### src/rtl/centroid_overlay_if.sv
// centroid_overlay_if
//   Bundles the centroid result bus, the raster pixel stream and the overlay
//   results between a producer (master) and the centroid_overlay block (slave).
//
//   centroids_x_in      7 x 9-bit centroid x coordinates, index 0..6
//   centroids_y_in      7 x 8-bit centroid y coordinates, index 0..6
//   num_balls_in        number of valid centroids (0..7)
//   centroids_valid_in  1-cycle strobe, centroid fields valid
//   new_frame_in        1-cycle strobe at frame start
//   hcount_in/vcount_in pixel coordinates
//   pixel_valid_in      pixel qualifier
//   pixel_in            RGB565 input pixel
//   pixel_out           RGB565 pixel with markers applied
//   pixel_valid_out     pixel_valid_in delayed by 2 cycles
//   hit_out             pixel_out is a marker pixel
//   hit_index_out       index of the drawn centroid (0 when no hit)
//   stale_out           markers suppressed, centroid set is stale
interface centroid_overlay_if;
    logic [6:0][8:0] centroids_x_in;
    logic [6:0][7:0] centroids_y_in;
    logic [2:0]      num_balls_in;
    logic            centroids_valid_in;
    logic            new_frame_in;
    logic [8:0]      hcount_in;
    logic [7:0]      vcount_in;
    logic            pixel_valid_in;
    logic [15:0]     pixel_in;
    logic [15:0]     pixel_out;
    logic            pixel_valid_out;
    logic            hit_out;
    logic [2:0]      hit_index_out;
    logic            stale_out;

    modport master (
        output centroids_x_in, centroids_y_in, num_balls_in, centroids_valid_in,
        output new_frame_in, hcount_in, vcount_in, pixel_valid_in, pixel_in,
        input  pixel_out, pixel_valid_out, hit_out, hit_index_out, stale_out
    );

    modport slave (
        input  centroids_x_in, centroids_y_in, num_balls_in, centroids_valid_in,
        input  new_frame_in, hcount_in, vcount_in, pixel_valid_in, pixel_in,
        output pixel_out, pixel_valid_out, hit_out, hit_index_out, stale_out
    );
endinterface

### src/rtl/centroid_overlay.sv
// centroid_overlay
//   Latches finished centroid sets from the tracker, applies them at frame
//   boundaries only, and draws a hollow square marker (outline where
//   max(|dx|,|dy|) == RADIUS) around each active centroid onto the raster
//   pixel stream. Fixed 2-cycle latency, no backpressure.
//
//   clk_in  system clock, rising edge
//   rst_in  synchronous active-low reset
//   bus     centroid_overlay_if.slave (centroid bus, pixel stream, results)
module centroid_overlay #(
    parameter int WIDTH        = 320,
    parameter int HEIGHT       = 180,
    parameter int RADIUS       = 4,
    parameter int STALE_FRAMES = 30
) (
    input  logic                 clk_in,
    input  logic                 rst_in,
    centroid_overlay_if.slave    bus
);

    // ------------------------------------------------------------------
    // Centroid set storage
    // ------------------------------------------------------------------
    logic [6:0][8:0] shadow_x;
    logic [6:0][7:0] shadow_y;
    logic [2:0]      shadow_n;
    logic            pending;

    logic [6:0][8:0] active_x;
    logic [6:0][7:0] active_y;
    logic [2:0]      active_n;

    logic [7:0]      stale_cnt;
    logic [7:0]      stale_cnt_nxt;
    logic            stale_q;

    // A set arriving with new_frame_in, or one waiting in the shadow, makes
    // the frame fresh; otherwise the counter ages by one, saturating.
    always_comb begin
        stale_cnt_nxt = stale_cnt;
        if (bus.new_frame_in) begin
            if (bus.centroids_valid_in || pending)
                stale_cnt_nxt = '0;
            else if (stale_cnt != '1)
                stale_cnt_nxt = stale_cnt + 8'd1;
        end
    end

    always_ff @(posedge clk_in) begin
        if (!rst_in) begin
            shadow_x  <= '0;
            shadow_y  <= '0;
            shadow_n  <= '0;
            pending   <= 1'b0;
            active_x  <= '0;
            active_y  <= '0;
            active_n  <= '0;
            stale_cnt <= '0;
            stale_q   <= 1'b0;
        end else begin
            if (bus.new_frame_in) begin
                // Same-cycle strobe bypasses the shadow straight into active.
                if (bus.centroids_valid_in) begin
                    active_x <= bus.centroids_x_in;
                    active_y <= bus.centroids_y_in;
                    active_n <= bus.num_balls_in;
                end else if (pending) begin
                    active_x <= shadow_x;
                    active_y <= shadow_y;
                    active_n <= shadow_n;
                end
                pending   <= 1'b0;
                stale_cnt <= stale_cnt_nxt;
                stale_q   <= (stale_cnt_nxt >= 8'(STALE_FRAMES));
            end else if (bus.centroids_valid_in) begin
                shadow_x <= bus.centroids_x_in;
                shadow_y <= bus.centroids_y_in;
                shadow_n <= bus.num_balls_in;
                pending  <= 1'b1;
            end
        end
    end

    // ------------------------------------------------------------------
    // Stage 1: per-centroid distance magnitudes
    // ------------------------------------------------------------------
    function automatic logic [9:0] abs_diff(input logic [9:0] a, input logic [9:0] b);
        return (a >= b) ? (a - b) : (b - a);
    endfunction

    logic [6:0][9:0] dx_c, dy_c;
    logic [6:0]      en_c;
    logic            inb_c;

    always_comb begin
        dx_c = '0;
        dy_c = '0;
        en_c = '0;
        for (int unsigned i = 0; i < 7; i++) begin
            dx_c[i] = abs_diff({1'b0, bus.hcount_in}, {1'b0, active_x[i]});
            dy_c[i] = abs_diff({2'b00, bus.vcount_in}, {2'b00, active_y[i]});
            en_c[i] = (3'(i) < active_n);
        end
        inb_c = ({1'b0, bus.hcount_in} < 10'(WIDTH)) &&
                ({1'b0, bus.vcount_in} < 9'(HEIGHT));
    end

    logic [6:0][9:0] s1_dx, s1_dy;
    logic [6:0]      s1_en;
    logic            s1_inb;
    logic            s1_valid;
    logic [15:0]     s1_pixel;

    // The count mask travels with the distances so both come from one set.
    always_ff @(posedge clk_in) begin
        if (!rst_in) begin
            s1_dx    <= '0;
            s1_dy    <= '0;
            s1_en    <= '0;
            s1_inb   <= 1'b0;
            s1_valid <= 1'b0;
            s1_pixel <= '0;
        end else begin
            s1_dx    <= dx_c;
            s1_dy    <= dy_c;
            s1_en    <= en_c;
            s1_inb   <= inb_c;
            s1_valid <= bus.pixel_valid_in;
            s1_pixel <= bus.pixel_in;
        end
    end

    // ------------------------------------------------------------------
    // Stage 2: hit detection, priority select, colour
    // ------------------------------------------------------------------
    function automatic logic [15:0] palette(input logic [2:0] idx);
        case (idx)
            3'd0:    return 16'hF800;
            3'd1:    return 16'h07E0;
            3'd2:    return 16'h001F;
            3'd3:    return 16'hFFE0;
            3'd4:    return 16'hF81F;
            3'd5:    return 16'h07FF;
            default: return 16'hFFFF;
        endcase
    endfunction

    logic [6:0] hit_vec;
    logic       hit_any;
    logic [2:0] hit_idx;
    logic [9:0] dmax;

    always_comb begin
        hit_vec = '0;
        hit_idx = '0;
        dmax    = '0;
        for (int unsigned i = 0; i < 7; i++) begin
            dmax       = (s1_dx[i] > s1_dy[i]) ? s1_dx[i] : s1_dy[i];
            hit_vec[i] = s1_en[i] && s1_inb && !stale_q && (dmax == 10'(RADIUS));
        end
        hit_any = |hit_vec;
        // Scan high to low so the lowest set index is the one left standing.
        for (int unsigned i = 0; i < 7; i++) begin
            if (hit_vec[6 - i])
                hit_idx = 3'(6 - i);
        end
    end

    logic [15:0] pixel_q;
    logic        valid_q;
    logic        hit_q;
    logic [2:0]  idx_q;

    always_ff @(posedge clk_in) begin
        if (!rst_in) begin
            pixel_q <= '0;
            valid_q <= 1'b0;
            hit_q   <= 1'b0;
            idx_q   <= '0;
        end else begin
            valid_q <= s1_valid;
            if (s1_valid) begin
                pixel_q <= hit_any ? palette(hit_idx) : s1_pixel;
                hit_q   <= hit_any;
                idx_q   <= hit_any ? hit_idx : 3'd0;
            end else begin
                pixel_q <= '0;
                hit_q   <= 1'b0;
                idx_q   <= '0;
            end
        end
    end

    assign bus.pixel_out       = pixel_q;
    assign bus.pixel_valid_out = valid_q;
    assign bus.hit_out         = hit_q;
    assign bus.hit_index_out   = idx_q;
    assign bus.stale_out       = stale_q;

endmodule
### src/flat_wrapper.sv
// flat-port wrapper written by rule: the top's interface ports become plain ports
module centroid_overlay_flat 
#(
    parameter int WIDTH        = 320,
    parameter int HEIGHT       = 180,
    parameter int RADIUS       = 4,
    parameter int STALE_FRAMES = 30
)
  (clk_in, rst_in, bus_centroids_x_in, bus_centroids_y_in, bus_num_balls_in, bus_centroids_valid_in, bus_new_frame_in, bus_hcount_in, bus_vcount_in, bus_pixel_valid_in, bus_pixel_in, bus_pixel_out, bus_pixel_valid_out, bus_hit_out, bus_hit_index_out, bus_stale_out);
  centroid_overlay_if bus_i ();
  input  logic clk_in;
  input  logic rst_in;
  input wire logic [$bits(bus_i.centroids_x_in)-1:0] bus_centroids_x_in;
  input wire logic [$bits(bus_i.centroids_y_in)-1:0] bus_centroids_y_in;
  input wire logic [$bits(bus_i.num_balls_in)-1:0] bus_num_balls_in;
  input wire logic [$bits(bus_i.centroids_valid_in)-1:0] bus_centroids_valid_in;
  input wire logic [$bits(bus_i.new_frame_in)-1:0] bus_new_frame_in;
  input wire logic [$bits(bus_i.hcount_in)-1:0] bus_hcount_in;
  input wire logic [$bits(bus_i.vcount_in)-1:0] bus_vcount_in;
  input wire logic [$bits(bus_i.pixel_valid_in)-1:0] bus_pixel_valid_in;
  input wire logic [$bits(bus_i.pixel_in)-1:0] bus_pixel_in;
  output wire logic [$bits(bus_i.pixel_out)-1:0] bus_pixel_out;
  output wire logic [$bits(bus_i.pixel_valid_out)-1:0] bus_pixel_valid_out;
  output wire logic [$bits(bus_i.hit_out)-1:0] bus_hit_out;
  output wire logic [$bits(bus_i.hit_index_out)-1:0] bus_hit_index_out;
  output wire logic [$bits(bus_i.stale_out)-1:0] bus_stale_out;
  assign bus_i.centroids_x_in = bus_centroids_x_in;
  assign bus_i.centroids_y_in = bus_centroids_y_in;
  assign bus_i.num_balls_in = bus_num_balls_in;
  assign bus_i.centroids_valid_in = bus_centroids_valid_in;
  assign bus_i.new_frame_in = bus_new_frame_in;
  assign bus_i.hcount_in = bus_hcount_in;
  assign bus_i.vcount_in = bus_vcount_in;
  assign bus_i.pixel_valid_in = bus_pixel_valid_in;
  assign bus_i.pixel_in = bus_pixel_in;
  assign bus_pixel_out = bus_i.pixel_out;
  assign bus_pixel_valid_out = bus_i.pixel_valid_out;
  assign bus_hit_out = bus_i.hit_out;
  assign bus_hit_index_out = bus_i.hit_index_out;
  assign bus_stale_out = bus_i.stale_out;
  centroid_overlay #(.WIDTH(WIDTH), .HEIGHT(HEIGHT), .RADIUS(RADIUS), .STALE_FRAMES(STALE_FRAMES)) u_core (.clk_in(clk_in), .rst_in(rst_in), .bus(bus_i));
endmodule
### config.mk
export PLATFORM = sky130hd
export DESIGN_NAME = centroid_overlay_flat
export DESIGN_NICKNAME = d
export VERILOG_FILES = /design/src/rtl/centroid_overlay_if.sv /design/src/rtl/centroid_overlay.sv /design/src/flat_wrapper.sv
export SDC_FILE = /design/constraint.sdc
export NUM_CORES = 1
export LEC_CHECK = 0
export BUFFER_PORTS_ARGS = -buffer_cell sky130_fd_sc_hd__buf_2
export CORE_UTILIZATION = 65
export CTS_CLUSTER_DIAMETER = 150
export CTS_CLUSTER_SIZE = 16
export DETAILED_ROUTE_END_ITERATION = 12
export GPL_ROUTABILITY_DRIVEN = 0
export PLACE_DENSITY_LB_ADDON = 0.05
export SLEW_MARGIN = 0
export SYNTH_ARGS = -nofsm -noshare
export SYNTH_HDL_FRONTEND = slang
export SYNTH_SLANG_ARGS = --single-unit
### constraint.sdc
create_clock -name clk_in -period 7.5 [get_ports clk_in]
set_input_delay 1.5 -clock clk_in [delete_from_list [all_inputs] [get_ports clk_in]]
set_output_delay 1.5 -clock clk_in [all_outputs]
set_load 0.005 [all_outputs]
==> results of run 1 <==
## logic make-up (layout without fill, tap and decap cells)
kind of cell | after synthesis | after routing
AO/OA/AOI/OAI | 807 | 807
XOR/XNOR | 67 | 67
adder cells (fa/ha/maj) | 337 | 337
buffers and inverters | 436 | 498
flip-flops | 433 | 433
multiplexers | 227 | 227
AND/OR/NAND/NOR | 1040 | 1040
## registers in the layout, summed over array words and instances, names as in the netlist, 3 cells and up
name,flops
u_core.bus.pixel_out,16
u_core.s1_en,7
u_core.active_y,56
u_core.s1_dx,70
u_core.s1_pixel,16
u_core.bus.hit_index_out,3
u_core.stale_cnt,8
u_core.shadow_n,3
u_core.s1_dy,63
u_core.shadow_y,56
u_core.active_n,3
u_core.shadow_x,63
u_core.active_x,63
## worst max-delay path, cell delays in order
cell	delay [ns]
buf_2	0.29
inv_1	0.31
ha_1	0.61
and2_1	0.25
o21ai_0	0.14
a311oi_1	1.02
nand2b_1	0.38
a21oi_1	0.13
a311oi_1	0.42
mux2i_1	0.22
## through the flow
step | hold WS, ns | area [µm²]
2_1_floorplan | 0.4357 | 27810
3_3_place_gp | 0.4396 | 28860
3_5_place_dp | 0.4456 | 28860
4_1_cts | 0.4554 | 29660
5_1_grt | 0.4692 | 29660
6_report | 0.4540 | 29660
## cell type report
class	count	area (µm²)
clock buffer	32	779.5
multi-input combinational	2478	17480
clock inverter	2	25.02
fill	3463	12380
inverter	272	1028
sequential	433	8668
tap	539	674.4
timing repair buffer	192	1007
## placed cells by master (no fill, tap or decap), types with 11 or more instances in the layout
master,netlist,layout
a211oi_1,157,157
a21o_1,38,38
a21oi_1,283,283
a31oi_1,16,16
and2_1,37,37
and3_1,13,13
buf_2,25,180
clkbuf_16,0,31
dfxtp_1,433,433
fa_1,28,28
ha_1,309,309
inv_1,270,270
mux2_2,28,28
mux2i_1,198,198
nand2_1,362,362
nand2b_1,42,41
nand3_1,28,28
nand4_1,57,57
nor2_1,317,317
nor2b_1,47,45
nor3_1,59,59
nor4_1,18,18
nor4b_1,11,11
o211ai_1,16,16
o21a_1,25,25
o21ai_0,117,117
o21bai_1,11,11
or3_1,11,11
xnor2_1,46,46
xor2_1,21,21
## final timing paths
path | startpoint | to | slack, ns | cells after the start
worst max-delay path | bus_vcount_in[4] | u_core.s1_dy[26] | 2.75 | 10
worst min-delay path | u_core.shadow_y[0] | u_core.shadow_y[0] | 0.45 | 2
worst max register to register | u_core.active_y[20] | u_core.s1_dy[26] | 4.01 | 8
worst min register to register | u_core.shadow_y[0] | u_core.shadow_y[0] | 0.45 | 2
## where the power goes
group	switching, µW	internal [µW]
clock	803	735
combinational	1130	800
sequential	183	2510
## metal layers
metal	vias up	track usage, %	routed length, µm
li1	11760	-	-
met1	11480	41.57	31180
met2	827	55.94	34490
met3	229	4.569	4548
met4	0	13.39	2966
met5	-	0	0
==> summary.txt, run 1 <==
status: completed
crit path kind: in2reg
die width: 208.8 µm
post-synthesis simple-gate area fraction: 17.21%
Clock Tree Root: clkbuf_16
global-route wire length before repair: 117500 µm
worst-margin pin slew: 1.302 ns
n_diodes: 0
placed insts: 3914
share of cells above drive strength 1: 8.859%
largest net degree at the start of global routing: 143
grt total ovfl: 0
Seq/Total Area, Yosys: 31.17%
final setup vio count: 0
Via Count: 24300
commonest cells in the netlist: dfxtp_1, nand2_1, nor2_1
power consumption: 6167 µW
Worst-path clk slew: 0.07 ns
distinct cell type count after synthesis: 87
worst rel slew slack: 12.60%
crit path max fanout: 12
Worst Path Arrival: 5.28 ns
post-CTS sizing: 0
synth warn: 0
via/cell ratio: 6.154
Iteration-0 DRC Markers: 1791
syn_area_per_cell: 8.309 µm²
min cycle time layout: 4.748 ns
area share of fa/ha/maj cells after synthesis: 15.92%
total track usage: 32.78%
CTS tree: yes
multiplexer area fraction after synthesis: 8.315%
PD cells: 207.9 mW/mm²
Leak Pwr: 0.01287 µW
Post-synth ARST share: 0%
final cell count without fillers: 3948
H-tree levels: 1
HP Class: reg2reg
synthesized net count: 3844
RSZ-0062 raised after global routing: no
Mapped Cells: 3347
die height: 208.8 µm
final net count: 3905
Initial Util: 66.15%
clk sinks: 433
worst setup margin: 2.752 ns
pre-CTS setup slack: 2.167 ns
synth top area cells: dfxtp_1, ha_1, mux2i_1
total wire length: 73180 µm
synth-to-layout area growth: 6.668%
crit end category: flop
initial antenna violation count: 0
Routed wire per std cell: 18.54 µm
drt drc: 0
# rows: 75
clk buf depth: 3
hold buffers post-CTS: 0
Post-DRT Antenna Nets: 0
clock skew: 0.01349 ns
startpoint types: primary input
peak supply drop: 0.0001985 V
HPWL Detailed: 54620 µm
max-slew violations: 0
complex-gate fraction of the synthesized area: 19.23%
count leader, synth: dfxtp_1
Mapped Area: 0.02781 mm²
Max Cap Viol: 0
Core Area: 0.04204 mm²
I/O pin count: 182
Num CTS Buffers: 31
final hold viol count: 0
WP data required: 8.04 ns
setup_tns: 0 ns
FMAX: 210.6 MHz
Post-CTS Setup Bufs: 0
share of the synthesized area in the top cell type: 31.17%
worst skew pair latency: 0.61 ns
number of global-route vias before repair: 23780
number of synthesized flops with an enable pin: 0
XOR/XNOR share of the synthesized area: 2.110%
cell taking the most area after synthesis: dfxtp_1
area of the die: 0.04361 mm²
buffers added on ports: 181
final core occ: 70.56%
Yosys reg bits: 433
TritonRoute pass-1 iters: 6
prevailing post-synth register cell: dfxtp_1
main combinational cell family by area after synthesis: compound AO/OA/AOI/OAI gates
crit share post-route: 63.30%
(Power assumes the default switching activity.)
==> run 2, diff against run 1 <==
Settings changed: CORE_UTILIZATION 65 to 56.
Clock period 7.5 ns to 4 ns, I/O delays scaled along.
==> run 2 against run 1 <==
Compared with the run above: cell count increased by 4.1%; combinational power increased by 91%; non-clock buffer count increased by 38; die area increased by 16%; sequential cell count unchanged; routed wire length increased by 2.0%; clock power increased by 88%; worst setup slack got worse by 2.1 ns; utilization decreased by 8.9 points; clock skew increased by 0.0052 ns; sequential power increased by 87%; sequential share of layout area decreased by 0.50 points.
==> summary.txt, run 2 (synthesis gave the netlist of run 1 again) <==
status: completed (unchanged)
Iteration-0 DRC Markers: 1770 (was 1791)
final setup vio count: 0 (unchanged)
# rows: 81 (was 75)
min cycle time layout: 3.317 ns
FILL cells: 4317 (was 3463)
crit path kind: in2reg (unchanged)
Worst Path Arrival: 3.80 ns (was 5.28 ns)
clk sinks: 433 (unchanged)
cell depth of the worst min-delay path: 2 (unchanged)
via/cell ratio: 5.895 (was 6.154)
global-route wire length before repair: 118800 µm (was 117500 µm)
PD cells: 385.7 mW/mm² (was 207.9 mW/mm²)
Worst Reg-to-Reg Cells: 10 (was 8)
most frequent cells in the layout: dfxtp_1, nand2_1, nor2_1, ha_1, a21oi_1 (unchanged)
total wire length: 74650 µm (was 73180 µm)
WP depth: 11 (was 10)
H-tree levels: 1 (unchanged)
Post-CTS Setup Bufs: 0 (unchanged)
commonest non-fill, non-tap cell in the layout: dfxtp_1 (unchanged)
largest register by flop count: u_core.s1_dx (unchanged)
largest net degree at the start of global routing: 134 (was 143)
final core occ: 61.65% (was 70.56%)
Critical Path Slowest Stage Cell: o311ai_0 (was a311oi_1)
I/O pin count: 182 (unchanged)
Int Pwr: 7647 µW (was 4050 µW)
crit share post-route: 82.92%
WP buf/inv: 2 (unchanged)
area of the die: 0.05056 mm² (was 0.04361 mm²)
share of cells above drive strength 1: 9.864% (was 8.859%)
buffers added on ports: 181 (unchanged)
RSZ-0062 raised after global routing: no (unchanged)
clock power share: 24.9% (about the same)
grt total ovfl: 0 (unchanged)
number of global-route vias before repair: 23360 (was 23780)
CP Cell Sequence: buf_2 > inv_1 > ha_1 > a21oi_1 > nand2_1 > a41oi_1 > a31oi_4 > mux2i_1 > o311ai_0 > nand3_1 > nor3b_1 (was buf_2 > inv_1 > ha_1 > and2_1 > o21ai_0 > a311oi_1 > nand2b_1 > a21oi_1 > a311oi_1 > mux2i_1)
Core Area: 0.04895 mm² (was 0.04204 mm²)
n_diodes: 0 (unchanged)
Leak Pwr: 0.01308 µW (was 0.01287 µW)
peak supply drop: 0.0003282 V (was 0.0001985 V)
Via Count: 24230 (was 24300)
final net count: 3943 (was 3905)
net switching power: 3993 µW (was 2117 µW)
die width: 224.8 µm (was 208.8 µm)
Routed wire per std cell: 18.16 µm (was 18.54 µm)
crit end category: flop (unchanged)
worst rel slew slack: 39.70% (was 12.60%)
register area: 0.008668 mm² (unchanged)
post-CTS sizing: 0 (unchanged)
die height: 224.8 µm (was 208.8 µm)
pre-CTS setup slack: 0.1468 ns (was 2.167 ns)
startpoint types: primary input (unchanged)
multi-input logic area: 0.01748 mm² (unchanged)
Post-DRT Antenna Nets: 0 (unchanged)
final hold viol count: 0 (unchanged)
Comb pwr share: 31.6% (was 31.3%)
Worst-path clk slew: 0.08 ns (was 0.07 ns)
crit-path max cell delay: 0.57 ns (was 1.02 ns)
FMAX: 301.5 MHz
max-slew violations: 0 (unchanged)
HP Class: in2reg (was reg2reg)
crit path max fanout: 10 (was 12)
Sequential Power Share: 43.5% (was 43.7%)
Initial Util: 56.81% (was 66.15%)
worst skew pair latency: 0.61 ns (about the same)
total track usage: 28.92% (was 32.78%)
Net Sw Frac: 34.31% (was 34.33%)
setup_tns: 0 ns (unchanged)
clock skew: 0.01870 ns (was 0.01349 ns)
WP data required: 4.49 ns (was 8.04 ns)
Num CTS Buffers: 31 (unchanged)
worst setup margin: 0.6831 ns (was 2.752 ns)
drt drc: 0 (unchanged)
worst-margin pin slew: 0.9045 ns (was 1.302 ns)
clk buf depth: 3 (unchanged)
number of flip-flops in the largest register: 70 (unchanged)
Clock Tree Root: clkbuf_16 (unchanged)
CTS tree: yes (unchanged)
HPWL Detailed: 56840 µm (was 54620 µm)
TritonRoute pass-1 iters: 6 (unchanged)
CP delay by family, top: compound AO/OA/AOI/OAI gates (unchanged)
initial antenna violation count: 0 (unchanged)
hold buffers post-CTS: 0 (unchanged)
Max Cap Viol: 0 (unchanged)
synth-to-layout area growth: 8.526% (was 6.668%)
-- run 2: cell count changes in the layout (fill, tap and decap cells not counted) --
| cell | delta |
|---|---|
| buf_4 | +32 |
| buf_12 | +6 |
-- run 2: per-layer routing --
layer,GRT usage (%),up-vias,share of wire [%],wire length (µm)
met2,50.61,789,48,35960
met1,36.87,11420,43,32080
met3,3.710,170,5.9,4409
li1,-,11860,-,-
met4,8.712,0,2.9,2192
met5,0,-,0,0
-- run 2: power by group through the flow --
stage	sequential [µW]	clock (µW)	combinational, µW
floorplan	5000	0	2740
global placement	5150	0	3490
detailed placement	5160	0	3620
CTS	5060	2980	3640
global route	5100	3110	4090
finish	5060	2900	3680
-- run 2: area by class of cell --
cell class	instances	share of cell area, %
multi-input cells	2478	57.92
flip-flops and latches	433	28.72
repair buffers	230	4.531
inverters	272	3.408
well taps	664	2.753
clock buffers	32	2.583
clock inverters	2	0.08292
-- run 2: worst paths after layout --
check	slack [ns]	startpoint	end
worst min register to register	0.45	u_core.shadow_x[62]	u_core.shadow_x[62]
worst max register to register	0.90	u_core.s1_dy[15]	u_core.bus.pixel_out[13]
worst min-delay path	0.39	bus_pixel_in[15]	u_core.s1_pixel[15]
worst max-delay path	0.68	bus_vcount_in[2]	u_core.s1_dy[16]
-- run 2: worst register-to-register path: stages, from the launching register on --
cell and delay [ns]:
dfxtp_1 0.36, inv_1 0.05, ha_1 0.32, a21oi_1 0.14, o21ai_0 0.11, a2111oi_2 0.42, o2111a_1 0.42, a21oi_2 0.12
a221oi_1 0.51, o21ai_1 0.34, o211a_1 0.20
-- run 2: per-stage QoR --
step / total power [µW] / instance area (µm²) / hold slack, ns / instances
CTS: 11680 / 30180 / 0.3645 / 4111
global route: 12310 / 30180 / 0.3770 / 4111
detailed placement: 8774 / 29380 / 0.4438 / 4077
floorplan: 7743 / 27810 / 0.4357 / 3347
global placement: 8641 / 29380 / 0.4406 / 4077
finish: 11640 / 30180 / 0.3911 / 4111
==> run 3, diff against run 2 <==
Settings changed: ABC_AREA set to 1.
Clock period 4 ns to 2.9 ns, I/O delays scaled along.
==> run 3 against run 2 <==
Compared with the run above: routed wire length is 2.8% higher; count of clock-buffer cells in the layout stayed put; sequential power is 36% higher; via count is 8.3% higher; largest cell class unchanged; sequential cell count stayed put; power is 33% higher; register-to-register slack worse by 0.58 ns; clock skew is 0.015 ns higher; first-iteration DRC count is 19% higher; non-clock buffer count is 92 higher.
==> summary.txt, run 3 <==
Routed wire per std cell: 16.73 µm (was 18.16 µm)
cell taking the most area after synthesis: dfxtp_1 (unchanged)
hold buffers post-CTS: 0 (unchanged)
largest net degree at the start of global routing: 123 (was 134)
share of cells above drive strength 1: 10.75% (was 9.864%)
largest register by flop count: u_core.s1_dx (unchanged)
Mapped Cells: 3775 (was 3347)
RSZ-0062 raised after global routing: no (unchanged)
I/O pin count: 182 (unchanged)
worst setup margin: 0.3174 ns (was 0.6831 ns)
Worst Reg-to-Reg Cells: 18 (was 10)
HP Class: in2reg (unchanged)
main combinational cell family by area after synthesis: simple AND/OR/NAND/NOR gates (was compound AO/OA/AOI/OAI gates)
commonest cells in the netlist: nand2_1, dfxtp_1, a21oi_1 (was dfxtp_1, nand2_1, nor2_1)
PD cells: 516.5 mW/mm² (was 385.7 mW/mm²)
crit path max fanout: 6 (was 10)
clk buf depth: 3 (unchanged)
drt drc: 0 (unchanged)
synth-to-layout area growth: 11.68% (was 8.526%)
total track usage: 30.71% (was 28.92%)
worst-margin pin slew: 0.6371 ns (was 0.9045 ns)
initial antenna violation count: 1 (was 0)
max-slew violations: 0 (unchanged)
hold_ws: 0.1600 ns (was 0.3911 ns)
most frequent cells in the layout: nand2_1, dfxtp_1, a21oi_1, inv_1, ha_1 (was dfxtp_1, nand2_1, nor2_1, ha_1, a21oi_1)
placed insts: 4554 (was 4077)
die width: 221.3 µm (was 224.8 µm)
count leader, synth: nand2_1 (was dfxtp_1)
grt total ovfl: 0 (unchanged)
cell depth of the worst min-delay path: 3 (was 2)
Leak Pwr: 0.01392 µW (was 0.01308 µW)
crit share post-route: 89.05%
synthesized net count: 4272 (was 3844)
Post-DRT Antenna Nets: 0 (unchanged)
area share of fa/ha/maj cells after synthesis: 16.44% (was 15.92%)
Worst Path Arrival: 3.07 ns (was 3.80 ns)
WP data required: 3.39 ns (was 4.49 ns)
H-tree levels: 1 (unchanged)
Post-CTS Setup Bufs: 0 (unchanged)
FILL cells: 4252 (was 4317)
via/cell ratio: 5.719 (was 5.895)
min cycle time layout: 2.583 ns
crit path kind: reg2reg (was in2reg)
post-synthesis simple-gate area fraction: 21.42% (was 17.21%)
Initial Util: 57.34% (was 56.81%)
final cell count without fillers: 4588 (was 4111)
distinct cell type count after synthesis: 56 (was 87)
status: completed (unchanged)
number of flip-flops in the largest register: 70 (unchanged)
cell area after layout: 0.03007 mm² (was 0.03018 mm²)
TritonRoute pass-1 iters: 6 (unchanged)
buffers added on ports: 181 (unchanged)
final net count: 4477 (was 3943)
final hold viol count: 0 (unchanged)
pre-CTS setup slack: -0.04097 ns (was 0.1468 ns)
post-CTS sizing: 0 (unchanged)
Seq/Total Area, Yosys: 32.20% (was 31.17%)
number of synthesized flops with an enable pin: 0 (unchanged)
final setup vio count: 0 (unchanged)
Yosys reg bits: 433 (unchanged)
Num CTS Buffers: 31 (unchanged)
worst rel slew slack: 57.53% (was 39.70%)
global-route wire length before repair: 124700 µm (was 118800 µm)
Max Cap Viol: 0 (unchanged)
Clock Tree Root: clkbuf_16 (unchanged)
peak supply drop: 0.0004875 V (was 0.0003282 V)
Iteration-0 DRC Markers: 2103 (was 1770)
Worst-path clk slew: 0.08 ns (about the same)
Mapped Area: 0.02692 mm² (was 0.02781 mm²)
Core Area: 0.04695 mm² (was 0.04895 mm²)
clock skew: 0.03372 ns (was 0.01870 ns)
worst skew pair latency: 0.62 ns (was 0.61 ns)
complex-gate fraction of the synthesized area: 20.35% (was 19.23%)
number of global-route vias before repair: 25140 (was 23360)
syn_area_per_cell: 7.132 µm² (was 8.309 µm²)
# rows: 79 (was 81)
Via Count: 26240 (was 24230)
HPWL Detailed: 57280 µm (was 56840 µm)
share of the synthesized area in the top cell type: 32.20% (was 31.17%)
FMAX: 387.2 MHz
Placement Cell Area: 0.02926 mm² (was 0.02938 mm²)
synth top area cells: dfxtp_1, ha_1, nand2_1 (was dfxtp_1, ha_1, mux2i_1)
CTS tree: yes (unchanged)
prevailing post-synth register cell: dfxtp_1 (unchanged)
total wire length: 76770 µm (was 74650 µm)
clk sinks: 433 (unchanged)
multiplexer area fraction after synthesis: 0.1115% (was 8.315%)
Post-synth ARST share: 0% (unchanged)
XOR/XNOR share of the synthesized area: 1.399% (was 2.110%)
crit end category: flop (unchanged)
synth warn: 0 (unchanged)
n_diodes: 0 (unchanged)
area of the die: 0.04896 mm² (was 0.05056 mm²)
commonest non-fill, non-tap cell in the layout: nand2_1 (was dfxtp_1)
startpoint types: flop (was primary input)
power consumption: 15530 µW (was 11640 µW)
die height: 221.3 µm (was 224.8 µm)
[run 3: cell families after synthesis]
group	Yosys count
flip-flops	433
XOR/XNOR	43
buffers and inverters	556
adder cells (fa/ha/maj)	337
multiplexers	3
AND/OR/NAND/NOR	1413
AO/OA/AOI/OAI	990
[run 3: path summary, 6_finish.rpt]
kind,start,to,slack (ns)
setup / recovery,u_core.s1_dy[48],u_core.bus.pixel_out[9],0.32
hold / removal,bus_pixel_in[1],u_core.s1_pixel[1],0.16
setup reg to reg,u_core.s1_dy[48],u_core.bus.pixel_out[9],0.32
hold reg to reg,u_core.s1_pixel[12],u_core.bus.pixel_out[12],0.46
[run 3: power by group]
group / internal [µW] / total (µW) / switching [µW]
clock: 1900 / 3980 / 2080
combinational: 1810 / 4690 / 2880
sequential: 6460 / 6860 / 402
[run 3: layer usage]
metal,up-vias,routed length (µm),track usage [%]
met3,232,4085,3.014
met4,0,3197,12.52
met2,971,37200,53.96
met5,-,0,0
li1,12900,-,-
met1,12130,32280,38.41
[run 3: layout make-up]
cell class                      instances  area (µm²)  area share, %
Timing Repair Buffer                  322        2211          7.353
Inverter                              406        1533          5.097
Clock buffer                           32       779.5          2.592
Clock inverter                          2       25.02        0.08322
Multi-Input combinational cell       2786       16090          53.52
Tap cell                              607       759.5          2.526
Sequential cell                       433        8668          28.83
[run 3: per-stage QoR]
step / util, % / setup TNS [ns]
detailed placement: 62.33 / -0.04528
floorplan: - / 0
finish: 64.04 / 0
global placement: 62.33 / 0
global route: 64.04 / 0
CTS: 64.04 / 0
[run 3: worst max-delay path: stages, from the launching register on]
cell	delay, ns
dfxtp_1	0.39
inv_1	0.09
ha_1	0.33
nand2_2	0.11
inv_1	0.05
a21oi_1	0.14
nand3_1	0.11
nand2_1	0.09
nand2_1	0.05
nand2_1	0.06
nand2_1	0.18
nand2_1	0.22
nand2_1	0.08
nand2_1	0.06
nand2_1	0.05
nand2_1	0.22
nand3_1	0.12
nand2_1	0.07
inv_1	0.04
